### config.mk
export PLATFORM = sky130hd
export DESIGN_NAME = uart_echo_buffered_flat
export DESIGN_NICKNAME = d
export VERILOG_FILES = /design/src/rtl/uart_echo_buffered_if.sv /design/src/rtl/uart_echo_buffered.sv /design/src/flat_wrapper.sv
export SDC_FILE = /design/constraint.sdc
export NUM_CORES = 1
export LEC_CHECK = 0
export CORE_ASPECT_RATIO = 2
export CORE_MARGIN = 1
export CORE_UTILIZATION = 55
export CTS_CLUSTER_SIZE = 28
export DETAILED_ROUTE_END_ITERATION = 12
export DONT_BUFFER_PORTS = 1
export PLACE_DENSITY = 0.7
export SYNTH_ARGS = -nofsm -noshare
export SYNTH_HDL_FRONTEND = slang
export SYNTH_SLANG_ARGS = --single-unit
export TNS_END_PERCENT = 100
### constraint.sdc
create_clock -name clk -period 5.7 [get_ports clk]
set_clock_uncertainty 0.2 [all_clocks]
set_input_delay 0.855 -clock clk [delete_from_list [all_inputs] [get_ports clk]]
set_output_delay 0.855 -clock clk [all_outputs]
set_load 0.02 [all_outputs]
### src/rtl/uart_echo_buffered_if.sv
// rtl/uart_echo_buffered_if.sv - pin bundle of the buffered UART echo block
// Purpose: groups the board-facing and status signals of uart_echo_buffered.
// Ports:
//   rx, echo_en          board inputs (serial in, echo-enable button)
//   tx, led              board outputs (serial out, active-low LEDs)
//   rx_data, rx_valid    last good received word and its one-clk strobe
//   frame_err            one-clk strobe on a rejected frame
//   overflow, fifo_count sticky drop flag and TX FIFO occupancy
// Modports: slave = design side, master = board / stimulus side.
interface uart_echo_buffered_if #(
  parameter int DATA_BITS  = 8,
  parameter int FIFO_DEPTH = 16,
  parameter int LED_BITS   = 4
);
  logic                        rx;
  logic                        echo_en;
  logic                        tx;
  logic [LED_BITS-1:0]         led;
  logic [DATA_BITS-1:0]        rx_data;
  logic                        rx_valid;
  logic                        frame_err;
  logic                        overflow;
  logic [$clog2(FIFO_DEPTH):0] fifo_count;

  modport slave (
    input  rx, echo_en,
    output tx, led, rx_data, rx_valid, frame_err, overflow, fifo_count
  );

  modport master (
    output rx, echo_en,
    input  tx, led, rx_data, rx_valid, frame_err, overflow, fifo_count
  );
endinterface

### src/rtl/uart_echo_buffered.sv
// rtl/uart_echo_buffered.sv - UART receiver, TX FIFO and transmitter that echoes received words
// Purpose: 16x oversampled UART RX; good words update rx_data/led and, while
//   echo_en is high, are queued in a TX FIFO that a UART TX drains onto tx.
// Ports:
//   clk   system clock
//   rst   asynchronous active-low reset
//   bus   uart_echo_buffered_if.slave (rx, echo_en, tx, led, rx_data,
//         rx_valid, frame_err, overflow, fifo_count)
// Build option: define UART_PARITY_EN for one even-parity bit after the data
//   bits in both directions; undefined gives plain N1 framing.
module uart_echo_buffered #(
  parameter int CLK_HZ     = 50000000,
  parameter int BAUD       = 9600,
  parameter int DATA_BITS  = 8,
  parameter int FIFO_DEPTH = 16,
  parameter int LED_BITS   = 4
) (
  input  logic                 clk,
  input  logic                 rst,
  uart_echo_buffered_if.slave  bus
);
  localparam int DIV = CLK_HZ / (BAUD * 16);
  localparam int TW  = (DIV > 1) ? $clog2(DIV) : 1;
  localparam int AW  = $clog2(FIFO_DEPTH);
  localparam int CW  = AW + 1;
  localparam int BW  = $clog2(DATA_BITS);

  // ---------------- oversample tick, shared by RX and TX ----------------
  logic [TW-1:0] tick_cnt;
  logic          tick;
  logic          tx_tick;

  assign tick    = (tick_cnt == TW'(DIV - 1));
  assign tx_tick = tick;

  always_ff @(posedge clk or negedge rst) begin
    if (!rst)      tick_cnt <= '0;
    else if (tick) tick_cnt <= '0;
    else           tick_cnt <= tick_cnt + 1'b1;
  end

  // ---------------- rx synchroniser (idle-high reset) ----------------
  logic rx_meta, rxs;

  always_ff @(posedge clk or negedge rst) begin
    if (!rst) begin
      rx_meta <= 1'b1;
      rxs     <= 1'b1;
    end else begin
      rx_meta <= bus.rx;
      rxs     <= rx_meta;
    end
  end

  // ---------------- receiver ----------------
  typedef enum logic [2:0] {
    RX_IDLE,
    RX_START,
    RX_DATA,
`ifdef UART_PARITY_EN
    RX_PARITY,
`endif
    RX_STOP
  } rx_state_t;

  rx_state_t            rx_state, rx_state_n;
  logic [3:0]           rx_tcnt, rx_tcnt_n;
  logic [BW-1:0]        rx_bcnt, rx_bcnt_n;
  logic [DATA_BITS-1:0] rx_shift, rx_shift_n;
  logic [DATA_BITS-1:0] rx_data_r, rx_data_n;
  logic [LED_BITS-1:0]  led_r, led_n;
  logic                 rx_valid_r, rx_valid_n;
  logic                 frame_err_r, frame_err_n;
  logic                 rx_good;
`ifdef UART_PARITY_EN
  logic                 rx_par_ok, rx_par_ok_n;
  assign rx_good = rxs & rx_par_ok;
`else
  assign rx_good = rxs;
`endif

  always_ff @(posedge clk or negedge rst) begin
    if (!rst) begin
      rx_state    <= RX_IDLE;
      rx_tcnt     <= '0;
      rx_bcnt     <= '0;
      rx_shift    <= '0;
      rx_data_r   <= '0;
      led_r       <= '1;
      rx_valid_r  <= 1'b0;
      frame_err_r <= 1'b0;
`ifdef UART_PARITY_EN
      rx_par_ok   <= 1'b0;
`endif
    end else begin
      rx_state    <= rx_state_n;
      rx_tcnt     <= rx_tcnt_n;
      rx_bcnt     <= rx_bcnt_n;
      rx_shift    <= rx_shift_n;
      rx_data_r   <= rx_data_n;
      led_r       <= led_n;
      rx_valid_r  <= rx_valid_n;
      frame_err_r <= frame_err_n;
`ifdef UART_PARITY_EN
      rx_par_ok   <= rx_par_ok_n;
`endif
    end
  end

  // Bit counters are 4-bit tick counters that wrap 15 -> 0 on their own.
  always_comb begin
    rx_state_n  = rx_state;
    rx_tcnt_n   = rx_tcnt;
    rx_bcnt_n   = rx_bcnt;
    rx_shift_n  = rx_shift;
    rx_data_n   = rx_data_r;
    led_n       = led_r;
    rx_valid_n  = 1'b0;
    frame_err_n = 1'b0;
`ifdef UART_PARITY_EN
    rx_par_ok_n = rx_par_ok;
`endif
    case (rx_state)
      RX_IDLE: begin
        if (!rxs) begin
          rx_state_n = RX_START;
          rx_tcnt_n  = '0;
        end
      end
      RX_START: begin
        // Half a bit in: still low means a real start, else a glitch.
        if (tick) begin
          if (rx_tcnt == 4'd7) begin
            rx_tcnt_n  = '0;
            rx_bcnt_n  = '0;
            rx_state_n = rxs ? RX_IDLE : RX_DATA;
          end else begin
            rx_tcnt_n = rx_tcnt + 1'b1;
          end
        end
      end
      RX_DATA: begin
        if (tick) begin
          rx_tcnt_n = rx_tcnt + 1'b1;
          if (rx_tcnt == 4'd15) begin
            rx_shift_n = {rxs, rx_shift[DATA_BITS-1:1]};
            if (rx_bcnt == BW'(DATA_BITS - 1)) begin
`ifdef UART_PARITY_EN
              rx_state_n = RX_PARITY;
`else
              rx_state_n = RX_STOP;
`endif
            end else begin
              rx_bcnt_n = rx_bcnt + 1'b1;
            end
          end
        end
      end
`ifdef UART_PARITY_EN
      RX_PARITY: begin
        if (tick) begin
          rx_tcnt_n = rx_tcnt + 1'b1;
          if (rx_tcnt == 4'd15) begin
            rx_par_ok_n = (rxs == ^rx_shift);
            rx_state_n  = RX_STOP;
          end
        end
      end
`endif
      RX_STOP: begin
        // Leave at mid-stop so a following start edge is not missed.
        if (tick) begin
          rx_tcnt_n = rx_tcnt + 1'b1;
          if (rx_tcnt == 4'd15) begin
            rx_state_n = RX_IDLE;
            if (rx_good) begin
              rx_data_n  = rx_shift;
              led_n      = ~rx_shift[LED_BITS-1:0];
              rx_valid_n = 1'b1;
            end else begin
              frame_err_n = 1'b1;
            end
          end
        end
      end
      default: rx_state_n = RX_IDLE;
    endcase
  end

  // ---------------- TX FIFO ----------------
  logic [DATA_BITS-1:0] mem [FIFO_DEPTH];
  logic [AW-1:0]        wr_ptr, rd_ptr;
  logic [CW-1:0]        count;
  logic                 overflow_r;
  logic                 push, pop, full, push_ok;

  assign push    = rx_valid_r & bus.echo_en;
  assign full    = (count == CW'(FIFO_DEPTH));
  // A pop in the same clk frees the slot, so a push while full still lands.
  assign push_ok = push & (~full | pop);

  always_ff @(posedge clk) begin
    if (push_ok) mem[wr_ptr] <= rx_data_r;
  end

  always_ff @(posedge clk or negedge rst) begin
    if (!rst) begin
      wr_ptr     <= '0;
      rd_ptr     <= '0;
      count      <= '0;
      overflow_r <= 1'b0;
    end else begin
      if (push_ok) wr_ptr <= wr_ptr + 1'b1;
      if (pop)     rd_ptr <= rd_ptr + 1'b1;
      if (push_ok && !pop)      count <= count + 1'b1;
      else if (!push_ok && pop) count <= count - 1'b1;
      if (push && full && !pop) overflow_r <= 1'b1;
    end
  end

  // ---------------- transmitter ----------------
  typedef enum logic [2:0] {
    TX_IDLE,
    TX_START,
    TX_DATA,
`ifdef UART_PARITY_EN
    TX_PARITY,
`endif
    TX_STOP
  } tx_state_t;

  tx_state_t            tx_state, tx_state_n;
  logic [3:0]           tx_tcnt, tx_tcnt_n;
  logic [BW-1:0]        tx_bcnt, tx_bcnt_n;
  logic [DATA_BITS-1:0] tx_shift, tx_shift_n;
  logic                 tx_r, tx_n;
`ifdef UART_PARITY_EN
  logic                 tx_par, tx_par_n;
`endif

  always_ff @(posedge clk or negedge rst) begin
    if (!rst) begin
      tx_state <= TX_IDLE;
      tx_tcnt  <= '0;
      tx_bcnt  <= '0;
      tx_shift <= '0;
      tx_r     <= 1'b1;
`ifdef UART_PARITY_EN
      tx_par   <= 1'b0;
`endif
    end else begin
      tx_state <= tx_state_n;
      tx_tcnt  <= tx_tcnt_n;
      tx_bcnt  <= tx_bcnt_n;
      tx_shift <= tx_shift_n;
      tx_r     <= tx_n;
`ifdef UART_PARITY_EN
      tx_par   <= tx_par_n;
`endif
    end
  end

  // tx is registered from the next state so the line changes with the state.
  always_comb begin
    tx_state_n = tx_state;
    tx_tcnt_n  = tx_tcnt;
    tx_bcnt_n  = tx_bcnt;
    tx_shift_n = tx_shift;
    pop        = 1'b0;
`ifdef UART_PARITY_EN
    tx_par_n   = tx_par;
`endif
    case (tx_state)
      TX_IDLE: begin
        if (count != '0) begin
          pop        = 1'b1;
          tx_shift_n = mem[rd_ptr];
          tx_tcnt_n  = '0;
          tx_bcnt_n  = '0;
          tx_state_n = TX_START;
`ifdef UART_PARITY_EN
          tx_par_n   = ^mem[rd_ptr];
`endif
        end
      end
      TX_START: begin
        if (tx_tick) begin
          tx_tcnt_n = tx_tcnt + 1'b1;
          if (tx_tcnt == 4'd15) tx_state_n = TX_DATA;
        end
      end
      TX_DATA: begin
        if (tx_tick) begin
          tx_tcnt_n = tx_tcnt + 1'b1;
          if (tx_tcnt == 4'd15) begin
            tx_shift_n = {1'b0, tx_shift[DATA_BITS-1:1]};
            if (tx_bcnt == BW'(DATA_BITS - 1)) begin
`ifdef UART_PARITY_EN
              tx_state_n = TX_PARITY;
`else
              tx_state_n = TX_STOP;
`endif
            end else begin
              tx_bcnt_n = tx_bcnt + 1'b1;
            end
          end
        end
      end
`ifdef UART_PARITY_EN
      TX_PARITY: begin
        if (tx_tick) begin
          tx_tcnt_n = tx_tcnt + 1'b1;
          if (tx_tcnt == 4'd15) tx_state_n = TX_STOP;
        end
      end
`endif
      TX_STOP: begin
        if (tx_tick) begin
          tx_tcnt_n = tx_tcnt + 1'b1;
          if (tx_tcnt == 4'd15) tx_state_n = TX_IDLE;
        end
      end
      default: tx_state_n = TX_IDLE;
    endcase

    case (tx_state_n)
      TX_START:  tx_n = 1'b0;
      TX_DATA:   tx_n = tx_shift_n[0];
`ifdef UART_PARITY_EN
      TX_PARITY: tx_n = tx_par_n;
`endif
      default:   tx_n = 1'b1;
    endcase
  end

  // ---------------- outputs ----------------
  assign bus.tx         = tx_r;
  assign bus.led        = led_r;
  assign bus.rx_data    = rx_data_r;
  assign bus.rx_valid   = rx_valid_r;
  assign bus.frame_err  = frame_err_r;
  assign bus.overflow   = overflow_r;
  assign bus.fifo_count = count;
endmodule
### src/flat_wrapper.sv
// flat-port wrapper written by rule: the top's interface ports become plain ports
module uart_echo_buffered_flat 
#(
  parameter int CLK_HZ     = 50000000,
  parameter int BAUD       = 9600,
  parameter int DATA_BITS  = 8,
  parameter int FIFO_DEPTH = 16,
  parameter int LED_BITS   = 4
)
  (clk, rst, bus_rx, bus_echo_en, bus_tx, bus_led, bus_rx_data, bus_rx_valid, bus_frame_err, bus_overflow, bus_fifo_count);
  uart_echo_buffered_if #(.DATA_BITS(DATA_BITS), .FIFO_DEPTH(FIFO_DEPTH), .LED_BITS(LED_BITS)) bus_i ();
  input  logic clk;
  input  logic rst;
  input wire logic [$bits(bus_i.rx)-1:0] bus_rx;
  input wire logic [$bits(bus_i.echo_en)-1:0] bus_echo_en;
  output wire logic [$bits(bus_i.tx)-1:0] bus_tx;
  output wire logic [$bits(bus_i.led)-1:0] bus_led;
  output wire logic [$bits(bus_i.rx_data)-1:0] bus_rx_data;
  output wire logic [$bits(bus_i.rx_valid)-1:0] bus_rx_valid;
  output wire logic [$bits(bus_i.frame_err)-1:0] bus_frame_err;
  output wire logic [$bits(bus_i.overflow)-1:0] bus_overflow;
  output wire logic [$bits(bus_i.fifo_count)-1:0] bus_fifo_count;
  assign bus_i.rx = bus_rx;
  assign bus_i.echo_en = bus_echo_en;
  assign bus_tx = bus_i.tx;
  assign bus_led = bus_i.led;
  assign bus_rx_data = bus_i.rx_data;
  assign bus_rx_valid = bus_i.rx_valid;
  assign bus_frame_err = bus_i.frame_err;
  assign bus_overflow = bus_i.overflow;
  assign bus_fifo_count = bus_i.fifo_count;
  uart_echo_buffered #(.CLK_HZ(CLK_HZ), .BAUD(BAUD), .DATA_BITS(DATA_BITS), .FIFO_DEPTH(FIFO_DEPTH), .LED_BITS(LED_BITS)) u_core (.clk(clk), .rst(rst), .bus(bus_i));
endmodule
==> out/summary.txt, run 1 <==
Status: complete, no violations
Global-route wire length before repair: 26.42 mm
Area added between synthesis and finish: 8.589%
TritonRoute pass-1 iters: 5
Via count: 4520
CTS root buf: clkbuf_16
CTS Buf Count: 17
Clock Tree Buf Depth: 3
Netlist cell types: 59
Worst-path clk slew: 0.07 ns
Post CTS Setup Buffer Count: 0
CP Max Fanout: 12
ANT cells: 0
Setup TNS: 0 ns
FF+latch area: 0.005731 sq mm
Core area: 0.01490 sq mm
Share of synthesized flip-flops with an asynchronous set or reset: 36.95%
Final HPWL DP: 11.35 mm
Max Cap Viol: 0
DRC: 0
Sink Count: 203
Final WS setup: 2.149 ns
CP Launch Type: register
Fin. Hold Viols: 0
Max VDD drop: 315.1 uV
Post-synth EDFFs: 128
Pleak: 0.003697 uW
DIE AREA: 0.01586 sq mm
Power Density: 353.2 mW/mm^2
Post-synthesis cell count: 535
Antenna Nets Post-Route: 0
WP data required: 5.89 ns
Register bit count reported by yosys: 203
Worst slack, placed: 2.159 ns
Layout cells sized above 1: 16.49%
Syn Nets: 557
Design Area, Final: 0.009159 sq mm
Tightest Hold Check Type: input port to async pin
Initial Util: 56.61%
Synthesized area: 0.008434 sq mm
Top FF cell, synth: edfxtp_1
Period utilisation layout: 62.30%
Initial antenna violation count: 0
Via density per instance: 6.051
CP Class: register to register
Sequential share of the synthesized area: 67.93%
Crit. Startpoint: u_core.bus.fifo_count[0]$_DFFE_PN0P_
Port bufs: 0
Vias in the first global route: 4790
Util after Layout: 61.48%
Fillers: 1084
Overall power: 3235 uW
Fin nets: 563
Worst Tran Pin Value: 1.243 ns
Gr usage total: 23.03%
Largest net degree at the start of global routing: 69
Gpl congestion: 0.8348
YS warnings: 0
Routed WL: 16.55 mm
Post-route minimum period: 3.551 ns
Clock Latency Late Sink: 0.48 ns
Placed cell area: 0.008606 sq mm
Die Ht: 177.1 microns
Total global routing overflow: 0
Multi-input gate area: 0.002536 sq mm
FF-to-FF Start: u_core.bus.fifo_count[0]$_DFFE_PN0P_
Slew Viols, Final: 0
CTS tree: yes
H-tree Lvls: 1
Data arrival, critical path: 3.74 ns
Syn Area/Cell: 15.77 sq um
RSZ-0062 raised after global routing: false
Slew HR: 16.48%
DR WL/cell: 22.16 microns
Die Width: 89.57 microns
Num rows: 63
IO Count: 25
Final setup viols: 0
Fmax: 281.6 MHz
Worst Setup End Kind: register
Initial DRC count: 275
[flip-flops by register name, indices dropped and copies added (netlist names), 3 cells and up]
| name | count |
|---|---|
| u_core.bus.rx_data | 8 |
| u_core.tx_bcnt | 3 |
| u_core.rx_shift | 8 |
| u_core.wr_ptr | 4 |
| u_core.rd_ptr | 4 |
| u_core.tick_cnt | 9 |
| u_core.tx_state | 3 |
| u_core.tx_tcnt | 4 |
| u_core.rx_bcnt | 3 |
| u_core.bus.fifo_count | 5 |
| u_core.rx_tcnt | 4 |
| u_core.bus.led | 4 |
| u_core.tx_shift | 8 |
| u_core.mem | 128 |
[final timing paths]
kind	end	slack, ns	cells past startpoint
min reg2reg	u_core.rx_good$_DFF_PN1_	0.16	0
max in group asynchronous	u_core.bus.tx$_DFF_PN1_	4.36	1
max reg2reg	u_core.bus.fifo_count[4]$_DFFE_PN0P_	2.15	11
min in group clk	u_core.rx_good$_DFF_PN1_	0.16	0
min	u_core.wr_ptr[1]$_DFFE_PN0P_	0.06	1
max	u_core.bus.fifo_count[4]$_DFFE_PN0P_	2.15	11
[power breakdown]
part	switching (uW)	leakage, uW	internal [uW]
clock	494	0.000244	602
sequential	122	0.00246	1600
combinational	232	0.000996	186
[layout by cell type (no fill, tap or decap), types with 7 or more instances in the layout]
cell / n
nor2_1: 25
nand2_1: 55
a22oi_1: 12
mux2_2: 11
inv_1: 16
clkbuf_1: 7
edfxtp_1: 128
dfstp_2: 7
xnor2_1: 13
mux4_2: 32
ha_1: 17
o21ai_0: 17
nor3_1: 8
dfrtp_1: 67
a21oi_1: 14
nand3_1: 11
clkbuf_16: 17
[metal layers]
metal	vias to the layer above	track usage (%)	part of all wire (%)
met1	2321	25.89	36
met2	122	41.45	56
li1	2033	-	-
met5	-	0	0
met4	0	10.32	4.5
met3	44	3.871	3.7
[kinds of logic (layout without fill, tap and decap cells)]
kind of cell | after synthesis | in the layout | synth area share, %
DFF | 203 | 203 | 67.93
muxes | 49 | 49 | 10.78
xor gates and xnor gates | 18 | 18 | 1.869
adders and majority gates | 18 | 18 | 2.759
buffers and inverters | 37 | 54 | 2.003
other | 1 | 1 | 0.04446
AOI/OAI and AO/OA | 75 | 75 | 6.201
and+or+nand+nor | 134 | 134 | 8.411
[cells in the mapped netlist, types with 2 or more instances]
cell       instances  area share [%]
xnor2_1           13             1.3
buf_2              5            0.30
nor2_1            25             1.1
a22oi_1           12             1.1
nor2b_1            6            0.45
nand3_1           11            0.65
mux2i_1            5            0.59
nand2_1           55             2.4
and2_1             3            0.22
a32o_1             2            0.24
buf_1              2           0.089
xor2_1             5            0.52
inv_1             16            0.71
clkbuf_1          10            0.45
nand4_1            3            0.22
a21o_1             2            0.18
a21oi_1           14            0.83
nor3_1             8            0.47
nand4bb_4          2            0.65
mux4_2            32             8.5
nand2b_1           2            0.15
and3_1             3            0.22
o21a_1             2            0.18
a22o_1             3            0.31
or3_1              4            0.30
mux2_2            11             1.5
o21ai_0           17             1.0
nor3b_1            2            0.18
o211ai_1           3            0.27
edfxtp_1         128              46
o21ai_2            2            0.21
o41ai_1            2            0.21
nand3b_1           2            0.18
a221o_1            6            0.71
ha_1              17             2.5
dfstp_2            7             2.2
buf_6              3            0.40
dfrtp_1           68              20
o31ai_1            2            0.18
[metrics by stage]
stage,hold WS [ns],instances
3_5_place_dp,0.1485,714
3_3_place_gp,0.1472,714
2_1_floorplan,0.1452,535
6_report,0.06406,747
4_1_cts,0.001865,745
5_1_grt,0.07716,747
[timing repair]
| action | CTS | global route |
|---|---|---|
| hold endpoints to repair | 68 | 7 |
| resized for setup | 0 | 0 |
| hold buffers | 1 | 1 |
[cell type report]
class	count	area share [%]
clock buffers	24	4.932
well taps	195	2.664
inverters	17	0.7104
clock inverters	6	0.6148
flip-flops and latches	203	62.57
repair buffers	7	0.8197
multi-input cells	295	27.69
[critical path, cell delays in order (launching register included)]
cell and delay [ns]:
dfrtp_1 0.50, nor4_2 0.52, a21oi_2 0.24, inv_1 0.36, ha_1 0.29, inv_1 0.11
ha_1 0.32, nor2b_1 0.14, o21a_1 0.17, or3_1 0.30, a21oi_1 0.18, xnor2_1 0.13
Power figures use the tool's default switching activity.
==> inputs of run 2 (changes only) <==
clock period = 3.45 ns   (was 5.7 ns; I/O delays follow)
==> run 2 against run 1 <==
Net effect:
- combinational power grew 78%
- power rose by 72%
- hold slack barely moved
- critical path depth stayed put
- clock-buffer cell count is the same
- flip-flop and latch count is the same
- worst setup slack got worse by 1.8 ns
- core utilization grew 1.6 points
- critical path type unchanged
- critical endpoint unchanged
- highest routed layer unchanged
==> out/summary.txt, run 2 (synthesis gave the netlist of run 1 again) <==
Initial Util: 56.61%
CTS Buf Count: 18
Num rows: 63
Tightest Hold Check Type: input port to register
Biggest register: u_core.mem
CP Max Fanout: 5
Max FFs per register: 128
Pleak: 0.003851 uW
Gr usage total: 22.59%
CP Launch Type: register
Core area: 0.01490 sq mm
Global-route wire length before repair: 26.02 mm
IO Count: 25
Layout cells sized above 1: 20.21%
Fin nets: 584
WP data required: 3.64 ns
Initial DRC count: 250
Fmax: 317.5 MHz
CTS tree: yes
FF+latch area: 0.005731 sq mm
Die Width: 89.57 microns
Post-CTS Resized: 0
Post CTS Setup Buffer Count: 0
Data arrival, critical path: 3.34 ns
Status: complete, no violations
Sink Count: 203
Top delay family on crit path: simple AND/OR/NAND/NOR gates
Worst slack, placed: 0.3364 ns
Slew HR: 48.21%
Area added between synthesis and finish: 11.45%
Gpl congestion: 0.7626
Slew Viols, Final: 0
Max stage delay cell, worst path: nor4_2
Worst Tran Pin Value: 0.7740 ns
TritonRoute pass-1 iters: 5
Total global routing overflow: 0
Max Cap Viol: 0
Largest net degree at the start of global routing: 76
CP cell instances: nor4_2, a21oi_2, inv_1, ha_1, inv_1, ha_1, nor2b_1, o21a_1, or3_1, a21oi_1, xnor2_1
Clock Latency Late Sink: 0.48 ns
Antenna Nets Post-Route: 0
Setup TNS: 0 ns
Fillers: 1053
Multi-input gate area: 0.002536 sq mm
Worst-path clk slew: 0.06 ns
RSZ-0062 raised after global routing: false
Power Density: 593.0 mW/mm^2
Vias in the first global route: 4873
ANT cells: 0
Hold-fix buffers, CTS: 3
Final WS setup: 0.3002 ns
CTS root buf: clkbuf_16
Routed WL: 16.48 mm
Design Area, Final: 0.009400 sq mm
Placed cell area: 0.008768 sq mm
Top Registers: u_core.mem (128), u_core.tick_cnt (9)
Slowest cell delay on critical path: 0.54 ns
Final HPWL DP: 11.31 mm
Period utilisation layout: 91.30%
Via density per instance: 5.962
DIE AREA: 0.01586 sq mm
Die Ht: 177.1 microns
Port bufs: 0
Initial antenna violation count: 0
Final setup viols: 0
Most frequent cells in the layout: 128 x edfxtp_1, 67 x dfrtp_1, 55 x nand2_1
Via count: 4585
CP Class: register to register
DRC: 0
CP bufs+invs: 2
DR WL/cell: 21.43 microns
Post-route minimum period: 3.150 ns
H-tree Lvls: 1
Max VDD drop: 460.3 uV
Most common cell after layout, fill and taps aside: edfxtp_1
Worst Setup End Kind: register
Fin. Hold Viols: 0
Clock Tree Buf Depth: 3
## run 2: cell types whose count changed in the layout (fill, tap and decap cells not counted), moves of 2 or more
cell       before  now
buf_4           4   23
clkbuf_16      17   19
clkbuf_1        7    3
clkbuf_8        0    2
## run 2: stage by stage
stage	utilization (%)	total power, uW	instances	hold slack, ns
after floorplan	-	3409	535	0.02191
after detailed placement	58.86	3634	734	0.02405
after global routing	63.10	5772	769	0.07828
final	63.10	5574	769	0.06406
after CTS	63.10	5639	769	0.06032
after global placement	58.86	3599	734	0.02412
## run 2: cell type report
class,count,area share [%]
clock inverter,8,0.7454
clock buffer,24,5.471
multi-input combinational,295,26.98
tap,195,2.595
inverter,17,0.6921
sequential,203,60.96
timing repair buffer,27,2.556
## run 2: final timing paths
check	from	to	slack, ns	cells after the start
max	u_core.bus.fifo_count[0]$_DFFE_PN0P_	u_core.bus.fifo_count[4]$_DFFE_PN0P_	0.30	11
min in group asynchronous	rst	u_core.rd_ptr[3]$_DFFE_PN0N_	0.43	2
min	bus_echo_en	u_core.bus.overflow$_DFFE_PN0P_	0.06	2
max in group asynchronous	rst	u_core.rx_good$_DFF_PN1_	2.27	2
min reg2reg	u_core.rx_meta$_DFF_PN1_	u_core.rx_good$_DFF_PN1_	0.16	0
max reg2reg	u_core.bus.fifo_count[0]$_DFFE_PN0P_	u_core.bus.fifo_count[4]$_DFFE_PN0P_	0.30	11
## run 2: worst reg2reg max path, delay by kind of cell, from the launching register on
| family | cells | cell delay (ns) |
|---|---|---|
| AO/OA/AOI/OAI | 3 | 0.48 |
| AND/OR/NAND/NOR | 3 | 0.98 |
| XOR/XNOR | 1 | 0.14 |
| buffers and inverters | 2 | 0.22 |
| flip-flops | 1 | 0.50 |
| adder cells (fa/ha/maj) | 2 | 0.56 |
## run 2: power breakdown
| part | internal (uW) | switching, uW |
|---|---|---|
| Combinational | 340 | 406 |
| Sequential | 2640 | 212 |
| Clock | 1130 | 846 |
## run 2: per-layer routing
| layer | track usage, % | up-vias | part of all wire, % |
|---|---|---|---|
| li1 | - | 2077 | - |
| met1 | 24.80 | 2363 | 35 |
| met2 | 42.42 | 113 | 58 |
| met3 | 2.752 | 32 | 3.4 |
| met4 | 9.061 | 0 | 3.2 |
| met5 | 0 | - | 0 |
